File: src/rtl/lsu_agu_if.sv
// lsu_agu_if: bundles the execute-side, memory-side and writeback-side
// handshakes of the load/store front-end.
// Handshake rule on every channel: a transfer happens on the rising clock edge
// where both valid and ready are high. A valid, once raised, holds and its
// payload stays stable until that edge. The read response (mem_rvalid) has no
// ready; it is a one-cycle pulse.
interface lsu_agu_if #(
   parameter int ADDR_W = 32
);
   logic              in_valid;
   logic              in_ready;
   logic              in_store;
   logic [2:0]        in_funct3;
   logic [ADDR_W-1:0] in_base;
   logic [ADDR_W-1:0] in_imm;
   logic [31:0]       in_wdata;
   logic [4:0]        in_rd;

   logic              mem_valid;
   logic              mem_ready;
   logic [ADDR_W-1:0] mem_addr;
   logic              mem_wen;
   logic [3:0]        mem_wmask;
   logic [31:0]       mem_wdata;
   logic              mem_rvalid;
   logic [31:0]       mem_rdata;

   logic              out_valid;
   logic              out_ready;
   logic [31:0]       out_data;
   logic [4:0]        out_rd;
   logic              out_wen;
   logic              out_err;

   // The load/store unit itself.
   modport slave (
      input  in_valid, in_store, in_funct3, in_base, in_imm, in_wdata, in_rd,
      output in_ready,
      output mem_valid, mem_addr, mem_wen, mem_wmask, mem_wdata,
      input  mem_ready, mem_rvalid, mem_rdata,
      output out_valid, out_data, out_rd, out_wen, out_err,
      input  out_ready
   );

   // The surroundings: execute stage, memory port and writeback.
   modport master (
      output in_valid, in_store, in_funct3, in_base, in_imm, in_wdata, in_rd,
      input  in_ready,
      input  mem_valid, mem_addr, mem_wen, mem_wmask, mem_wdata,
      output mem_ready, mem_rvalid, mem_rdata,
      input  out_valid, out_data, out_rd, out_wen, out_err,
      output out_ready
   );
endinterface

File: src/rtl/lsu_agu.sv
// lsu_agu: load/store front-end. Computes base+imm, issues one word-aligned
// memory request with byte mask and lane-replicated store data, then extracts
// and extends the load result for writeback. One op in flight:
// IDLE -> REQ -> WAIT -> RESP -> IDLE.
// Optional macro LSU_MISALIGN_TRAP_EN: misaligned halfword/word ops skip the
// memory request and complete straight away with out_err=1.
module lsu_agu #(
   parameter int ADDR_W = 32
) (
   input  logic       clk,
   input  logic       rst,
   lsu_agu_if.slave   bus,
   output logic [1:0] dbg_state
);

   typedef enum logic [1:0] {
      S_IDLE = 2'd0,
      S_REQ  = 2'd1,
      S_WAIT = 2'd2,
      S_RESP = 2'd3
   } state_t;

   state_t state_q, state_d;

   logic [ADDR_W-1:0] ea;
   logic [1:0]        off_raw;
   logic [1:0]        off_eff;
   logic              is_byte, is_half, is_word;
   logic              misalign;
   logic              accept;
   logic [3:0]        size_mask;
   logic [7:0]        mask_wide;
   logic [3:0]        lane_mask;
   logic [31:0]       lane_data;

   logic              store_q;
   logic [2:0]        f3_q;
   logic [1:0]        off_q;
   logic [4:0]        rd_q;
   logic [ADDR_W-1:0] addr_q;
   logic              wen_q;
   logic [3:0]        wmask_q;
   logic [31:0]       wdata_q;
   logic [31:0]       out_data_q;
   logic              out_wen_q;
   logic              out_err_q;

   logic [31:0]       raw;
   logic [31:0]       rdata_ext;

   assign ea      = bus.in_base + bus.in_imm;
   assign off_raw = ea[1:0];
   assign accept  = (state_q == S_IDLE) && bus.in_valid;

   // Decode access size; word ops always use lane 0, and a halfword at
   // offset 3 keeps only the lane-3 bit of its shifted mask.
   always_comb begin
      is_byte   = (bus.in_funct3[1:0] == 2'b00);
      is_half   = (bus.in_funct3[1:0] == 2'b01);
      is_word   = !is_byte && !is_half;
      off_eff   = is_word ? 2'b00 : off_raw;
      size_mask = is_byte ? 4'b0001 : (is_half ? 4'b0011 : 4'b1111);
      mask_wide = {4'b0000, size_mask} << off_eff;
      lane_mask = mask_wide[3:0];
      if (is_byte) begin
         lane_data = {4{bus.in_wdata[7:0]}};
      end else if (is_half) begin
         lane_data = {2{bus.in_wdata[15:0]}};
      end else begin
         lane_data = bus.in_wdata;
      end
`ifdef LSU_MISALIGN_TRAP_EN
      misalign = (is_half && off_raw[0]) || (is_word && (off_raw != 2'b00));
`else
      misalign = 1'b0;
`endif
   end

   // Shift the returned word down by the byte offset and extend it.
   always_comb begin
      raw = bus.mem_rdata >> {off_q, 3'b000};
      case (f3_q)
         3'b000:  rdata_ext = {{24{raw[7]}}, raw[7:0]};
         3'b001:  rdata_ext = {{16{raw[15]}}, raw[15:0]};
         3'b100:  rdata_ext = {24'd0, raw[7:0]};
         3'b101:  rdata_ext = {16'd0, raw[15:0]};
         default: rdata_ext = raw;
      endcase
   end

   // State register.
   always_ff @(posedge clk) begin
      if (rst) begin
         state_q <= S_IDLE;
      end else begin
         state_q <= state_d;
      end
   end

   // Next-state logic; the response is only looked at in WAIT.
   always_comb begin
      state_d = state_q;
      case (state_q)
         S_IDLE: if (bus.in_valid)   state_d = misalign ? S_RESP : S_REQ;
         S_REQ:  if (bus.mem_ready)  state_d = S_WAIT;
         S_WAIT: if (bus.mem_rvalid) state_d = S_RESP;
         S_RESP: if (bus.out_ready)  state_d = S_IDLE;
         default: state_d = S_IDLE;
      endcase
   end

   // Latch the request at accept and the load result when the response lands.
   always_ff @(posedge clk) begin
      if (rst) begin
         store_q    <= 1'b0;
         f3_q       <= 3'd0;
         off_q      <= 2'd0;
         rd_q       <= 5'd0;
         addr_q     <= '0;
         wen_q      <= 1'b0;
         wmask_q    <= 4'd0;
         wdata_q    <= 32'd0;
         out_data_q <= 32'd0;
         out_wen_q  <= 1'b0;
         out_err_q  <= 1'b0;
      end else begin
         if (accept) begin
            store_q    <= bus.in_store;
            f3_q       <= bus.in_funct3;
            off_q      <= off_eff;
            rd_q       <= bus.in_rd;
            addr_q     <= {ea[ADDR_W-1:2], 2'b00};
            wen_q      <= bus.in_store;
            wmask_q    <= bus.in_store ? lane_mask : 4'b0000;
            wdata_q    <= lane_data;
            out_data_q <= 32'd0;
            out_wen_q  <= !bus.in_store && !misalign;
            out_err_q  <= misalign;
         end
         if ((state_q == S_WAIT) && bus.mem_rvalid && !store_q) begin
            out_data_q <= rdata_ext;
         end
      end
   end

   assign bus.in_ready  = (state_q == S_IDLE);
   assign bus.mem_valid = (state_q == S_REQ);
   assign bus.mem_addr  = addr_q;
   assign bus.mem_wen   = wen_q;
   assign bus.mem_wmask = wmask_q;
   assign bus.mem_wdata = wdata_q;
   assign bus.out_valid = (state_q == S_RESP);
   assign bus.out_data  = out_data_q;
   assign bus.out_rd    = rd_q;
   assign bus.out_wen   = out_wen_q;
   assign bus.out_err   = out_err_q;
   assign dbg_state     = state_q;

endmodule

File: src/flat_wrapper.sv
// flat-port wrapper written by rule: the top's interface ports become plain ports
module lsu_agu_flat 
#(
   parameter int ADDR_W = 32
)
  (clk, rst, dbg_state, bus_in_valid, bus_in_store, bus_in_funct3, bus_in_base, bus_in_imm, bus_in_wdata, bus_in_rd, bus_in_ready, bus_mem_valid, bus_mem_addr, bus_mem_wen, bus_mem_wmask, bus_mem_wdata, bus_mem_ready, bus_mem_rvalid, bus_mem_rdata, bus_out_valid, bus_out_data, bus_out_rd, bus_out_wen, bus_out_err, bus_out_ready);
  lsu_agu_if #(.ADDR_W(ADDR_W)) bus_i ();
  input  logic clk;
  input  logic rst;
  output logic [1:0] dbg_state;
  input wire logic [$bits(bus_i.in_valid)-1:0] bus_in_valid;
  input wire logic [$bits(bus_i.in_store)-1:0] bus_in_store;
  input wire logic [$bits(bus_i.in_funct3)-1:0] bus_in_funct3;
  input wire logic [$bits(bus_i.in_base)-1:0] bus_in_base;
  input wire logic [$bits(bus_i.in_imm)-1:0] bus_in_imm;
  input wire logic [$bits(bus_i.in_wdata)-1:0] bus_in_wdata;
  input wire logic [$bits(bus_i.in_rd)-1:0] bus_in_rd;
  output wire logic [$bits(bus_i.in_ready)-1:0] bus_in_ready;
  output wire logic [$bits(bus_i.mem_valid)-1:0] bus_mem_valid;
  output wire logic [$bits(bus_i.mem_addr)-1:0] bus_mem_addr;
  output wire logic [$bits(bus_i.mem_wen)-1:0] bus_mem_wen;
  output wire logic [$bits(bus_i.mem_wmask)-1:0] bus_mem_wmask;
  output wire logic [$bits(bus_i.mem_wdata)-1:0] bus_mem_wdata;
  input wire logic [$bits(bus_i.mem_ready)-1:0] bus_mem_ready;
  input wire logic [$bits(bus_i.mem_rvalid)-1:0] bus_mem_rvalid;
  input wire logic [$bits(bus_i.mem_rdata)-1:0] bus_mem_rdata;
  output wire logic [$bits(bus_i.out_valid)-1:0] bus_out_valid;
  output wire logic [$bits(bus_i.out_data)-1:0] bus_out_data;
  output wire logic [$bits(bus_i.out_rd)-1:0] bus_out_rd;
  output wire logic [$bits(bus_i.out_wen)-1:0] bus_out_wen;
  output wire logic [$bits(bus_i.out_err)-1:0] bus_out_err;
  input wire logic [$bits(bus_i.out_ready)-1:0] bus_out_ready;
  assign bus_i.in_valid = bus_in_valid;
  assign bus_i.in_store = bus_in_store;
  assign bus_i.in_funct3 = bus_in_funct3;
  assign bus_i.in_base = bus_in_base;
  assign bus_i.in_imm = bus_in_imm;
  assign bus_i.in_wdata = bus_in_wdata;
  assign bus_i.in_rd = bus_in_rd;
  assign bus_in_ready = bus_i.in_ready;
  assign bus_mem_valid = bus_i.mem_valid;
  assign bus_mem_addr = bus_i.mem_addr;
  assign bus_mem_wen = bus_i.mem_wen;
  assign bus_mem_wmask = bus_i.mem_wmask;
  assign bus_mem_wdata = bus_i.mem_wdata;
  assign bus_i.mem_ready = bus_mem_ready;
  assign bus_i.mem_rvalid = bus_mem_rvalid;
  assign bus_i.mem_rdata = bus_mem_rdata;
  assign bus_out_valid = bus_i.out_valid;
  assign bus_out_data = bus_i.out_data;
  assign bus_out_rd = bus_i.out_rd;
  assign bus_out_wen = bus_i.out_wen;
  assign bus_out_err = bus_i.out_err;
  assign bus_i.out_ready = bus_out_ready;
  lsu_agu #(.ADDR_W(ADDR_W)) u_core (.clk(clk), .rst(rst), .bus(bus_i), .dbg_state(dbg_state));
endmodule
File: config.mk
export PLATFORM = sky130hd
export DESIGN_NAME = lsu_agu_flat
export DESIGN_NICKNAME = d
export VERILOG_FILES = /design/src/rtl/lsu_agu_if.sv /design/src/rtl/lsu_agu.sv /design/src/flat_wrapper.sv
export SDC_FILE = /design/constraint.sdc
export NUM_CORES = 1
export LEC_CHECK = 0
export BUFFER_PORTS_ARGS = -buffer_cell sky130_fd_sc_hd__buf_2
export CAP_MARGIN = 20
export CORE_MARGIN = 5
export CORE_UTILIZATION = 45
export DETAILED_ROUTE_END_ITERATION = 10
export PLACE_DENSITY_LB_ADDON = 0.08
export SETUP_SLACK_MARGIN = 0.05
export SLEW_MARGIN = 20
export SYNTH_ARGS = -nofsm -noshare
export SYNTH_HDL_FRONTEND = slang
export SYNTH_SLANG_ARGS = --single-unit
export TNS_END_PERCENT = 30
File: constraint.sdc
create_clock -name clk -period 2.4 [get_ports clk]
set_clock_uncertainty 0.2 [all_clocks]
set_input_delay 0.36 -clock clk [delete_from_list [all_inputs] [get_ports clk]]
set_output_delay 0.36 -clock clk [all_outputs]
set_load 0.01 [all_outputs]
==> flow_summary.toml <==
[routing]
drtAntennaViolNets = 0
viasPerCell = 5.41
drt_iter0_drc = 405
wirelength_mm = 22.1
vias = 7469
wl_per_cell_um = 16.0
drt-pass1-iter-count = 6
drc = 0

[timing]
fin_hold_ws_ps = 36.0
slew_violations = 0
finalHoldViolCount = 0
setup_viol = 0
max_slew_margin_pct = 55.7
min_period_ps = 2240
fin_crit_sh_pct = 93.5
fin_ws_ps = 157
rsz0062_at_grt = "true"
worst_pin_slew_ps = 664
max_freq_mhz = 446

[logic_synthesis]
synth_area_sq_mm = 0.00671
ys_top_cells_by_count = "nand2_1, dfxtp_1, nor2_1"
synth.most_common_cell = "nand2_1"
synth-adder-area-share_pct = 6.82
yosys.area.top_type_share_pct = 33.4
synth_compound_area_share_pct = 25.2
synth_ff_type = "dfxtp_1"
synthCells = 884
yosys-top-cells-area = "dfxtp_1, nand2_1, a21oi_1"
seq_area_frac_synth_pct = 33.4
yosysWarnings = 0
synth_xor_area_share_pct = 3.00
synthMuxAreaShare_pct = 5.54
yosys.area_share.simple_pct = 21.1
yosysTopAreaCell = "dfxtp_1"
ys_ff_latch = 112
synth_edf_count = 0
syn_area_per_cell_sq_um = 7.59
async_flop_share_pct = 0
synth_top_family_by_area = "compound AO/OA/AOI/OAI gates"
synth_cell_types = 64

[setup_path]
arrival_ps = 2290
ff2ff_path_depth = 9
path_delay_family = "compound AO/OA/AOI/OAI gates"
critPathMaxFanout = 5
critical_path_required_ps = 2440
end_kind = "flip-flop"
timing.rr.start = "u_core.dbg_state[0]$_SDFFE_PP0P_"
startpoint_type = "input port"
cp_num_buf_inv = 1
r2r_end = "u_core.bus.mem_addr[25]$_SDFFE_PP0P_"
worst_path_largest_cell_delay_ps = 450
crit_chain = "buf_2, ha_1, a2111o_1, o211ai_2, nand2b_2, a31oi_4, nor4_1, or3_1"
crit_type = "input port to flip-flop"
rrSetupSlack_ps = 270
cpMaxStageDelayCell = "a2111o_1"

[cts]
clk_latency_ps = 350
cts_root_buf = "clkbuf_16"
cts_buffers = 9
cts_sinks = 112
htree_levels = 3
ctsLongestPathBuffers = 2
clkSlewWorstSetupHoldPaths_ps = 80
cts_tree = "yes"
holdBufCountCts = 0

[finish]
final_nets = 1370
fillers = 1358
drive_gt1_share_pct = 33.3
area_delta_synth_final_pct = 36.3
diodes = 0

[placement]
pre_cts_ws_ps = -294
io_buffers = 252
gp_congestion = 0.888
detailed_place_hpwl_mm = 17.2

[pwr]
peakVddDrop_uv = 540
p_per_area_mw_per_mm2 = 765
switching_power_w = 0.00273
intPower_w = 0.00427
swShare_pct = 39.0
combinationalPowerShare_pct = 41.7
clkPwrFrac_pct = 23.3
p_leak_nw = 4.26
p_seq_share_pct = 35.1

[global_routing]
overflow = 0
gr-usage-met1_pct = 33.1
antenna_found_initial = 0
grt-busiest-layer = "met2"
grt_pass1_vias = 7011
grt_max_degree = 59
grt_pass1_wl_mm = 35.4
track_usage_pct = 24.2
met2_usage_pct = 39.6
use_met3_pct = 3.85

[die]
num_rows = 44
die_area_sq_mm = 0.0175
pin_count = 256
start_util_pct = 46.0
fp.dieW_um = 132
die_y_um = 132
core_sq_mm = 0.0146

[worst_hold_path]
holdPathEnd = "u_core.bus.out_rd[2]$_SDFFE_PP0P_"
holdPathStages = 3
min_path_type = "input port to flip-flop"
hold_start = "bus_in_rd[2]"

[run_status]
status = "finished clean"

[flow_run]
maxCapViolations = 0
## sequential cells by signal, summed over array words and instances (netlist names)
name	cells
u_core.bus.mem_addr	30
u_core.bus.out_rd	5
u_core.f3_q	3
u_core.bus.mem_wen	1
u_core.bus.out_data	32
u_core.dbg_state	2
u_core.off_q	2
u_core.bus.out_wen	1
u_core.bus.mem_wmask	4
u_core.bus.mem_wdata	32
## per-layer routing
| metal | vias up | share of wire [%] |
|---|---|---|
| met4 | 0 | 1.4 |
| met5 | - | 0 |
| met3 | 23 | 6.1 |
| met2 | 212 | 48 |
| met1 | 3460 | 45 |
| li1 | 3774 | - |
## layout make-up
class,instances,area [sq um],area share (%)
clock buffers,9,225,2.46
clock inverters,7,100,1.09
inverters,16,60.1,0.657
multi-input cells,694,4220,46.1
flip-flops and latches,112,2240,24.5
well taps,184,230,2.52
repair buffers,358,2070,22.7
## worst register-to-register path, stage by stage (launching register included)
cell and delay (ps):
dfxtp_1 340, inv_1 100, ha_1 180, and2_2 230, buf_4 240, nor2_1 60
buf_4 180, nand2_1 70, o311ai_0 100, or3_1 310
## kinds of logic (layout without fill, tap and decap cells)
kind of cell / count (synthesis) / count (layout)
simple gates: 328 / 328
compound gates: 267 / 267
flops: 112 / 112
buf+inv: 80 / 390
mux: 37 / 37
fa+ha+maj: 36 / 36
xor+xnor: 23 / 23
other cells: 1 / 3
## placed cells by master, fill, tap and decap left out, types with 35 or more instances in the layout
| cell | Yosys | routed |
|---|---|---|
| dfxtp_1 | 112 | 112 |
| a21oi_1 | 92 | 90 |
| buf_2 | 12 | 251 |
| o21ai_0 | 53 | 52 |
| buf_4 | 4 | 106 |
| a211oi_1 | 36 | 35 |
| nor2_1 | 95 | 94 |
| ha_1 | 35 | 35 |
| nand2_1 | 153 | 152 |
| mux2i_1 | 36 | 36 |
## how the worst max path moves through the flow
| stage | slack (ps) | startpoint | endpoint | cells after the start |
|---|---|---|---|---|
| after detailed placement | -290 | bus_in_imm[0] | u_core.bus.mem_addr[18]$_SDFFE_PP0P_ | 10 |
| final | 160 | bus_in_imm[6] | u_core.bus.mem_addr[23]$_SDFFE_PP0P_ | 8 |
| after floorplan | 30 | bus_in_imm[0] | u_core.bus.mem_addr[26]$_SDFFE_PP0P_ | 9 |
| after global routing | 20 | bus_in_imm[0] | u_core.bus.mem_addr[28]$_SDFFE_PP0P_ | 10 |
| after global placement | -250 | bus_in_imm[0] | u_core.bus.mem_addr[28]$_SDFFE_PP0P_ | 10 |
| after CTS | 80 | bus_in_imm[0] | u_core.bus.mem_addr[18]$_SDFFE_PP0P_ | 10 |
## power by group through the flow
stage          clock network [W]  logic, W  registers (W)
2_1_floorplan                  0   0.00156        0.00261
3_3_place_gp                   0   0.00287        0.00249
3_5_place_dp                   0   0.00290        0.00249
4_1_cts                  0.00167   0.00291        0.00245
5_1_grt                  0.00173   0.00324        0.00250
6_report                 0.00163   0.00292        0.00245
## repair_timing
| item | CTS | global route |
|---|---|---|
| endpoints found under the setup margin | 11 | 23 |
| gates resized for setup | 1 | 9 |
| setup buffers | 0 | 0 |
| pin swaps | 0 | 1 |
## metrics by stage
step	TNS [ps]	instances	total power, W	instance area, sq um	util, %
floorplan	0	886	0.00417	6740	-
global placement	-2670	1364	0.00536	8770	60.1
detailed placement	-3190	1364	0.00539	8770	60.1
CTS	0	1380	0.00704	9100	62.4
global route	0	1380	0.00747	9150	62.7
finish	0	1380	0.00700	9150	62.7
Note: power is estimated with default switching activity, not from simulation.
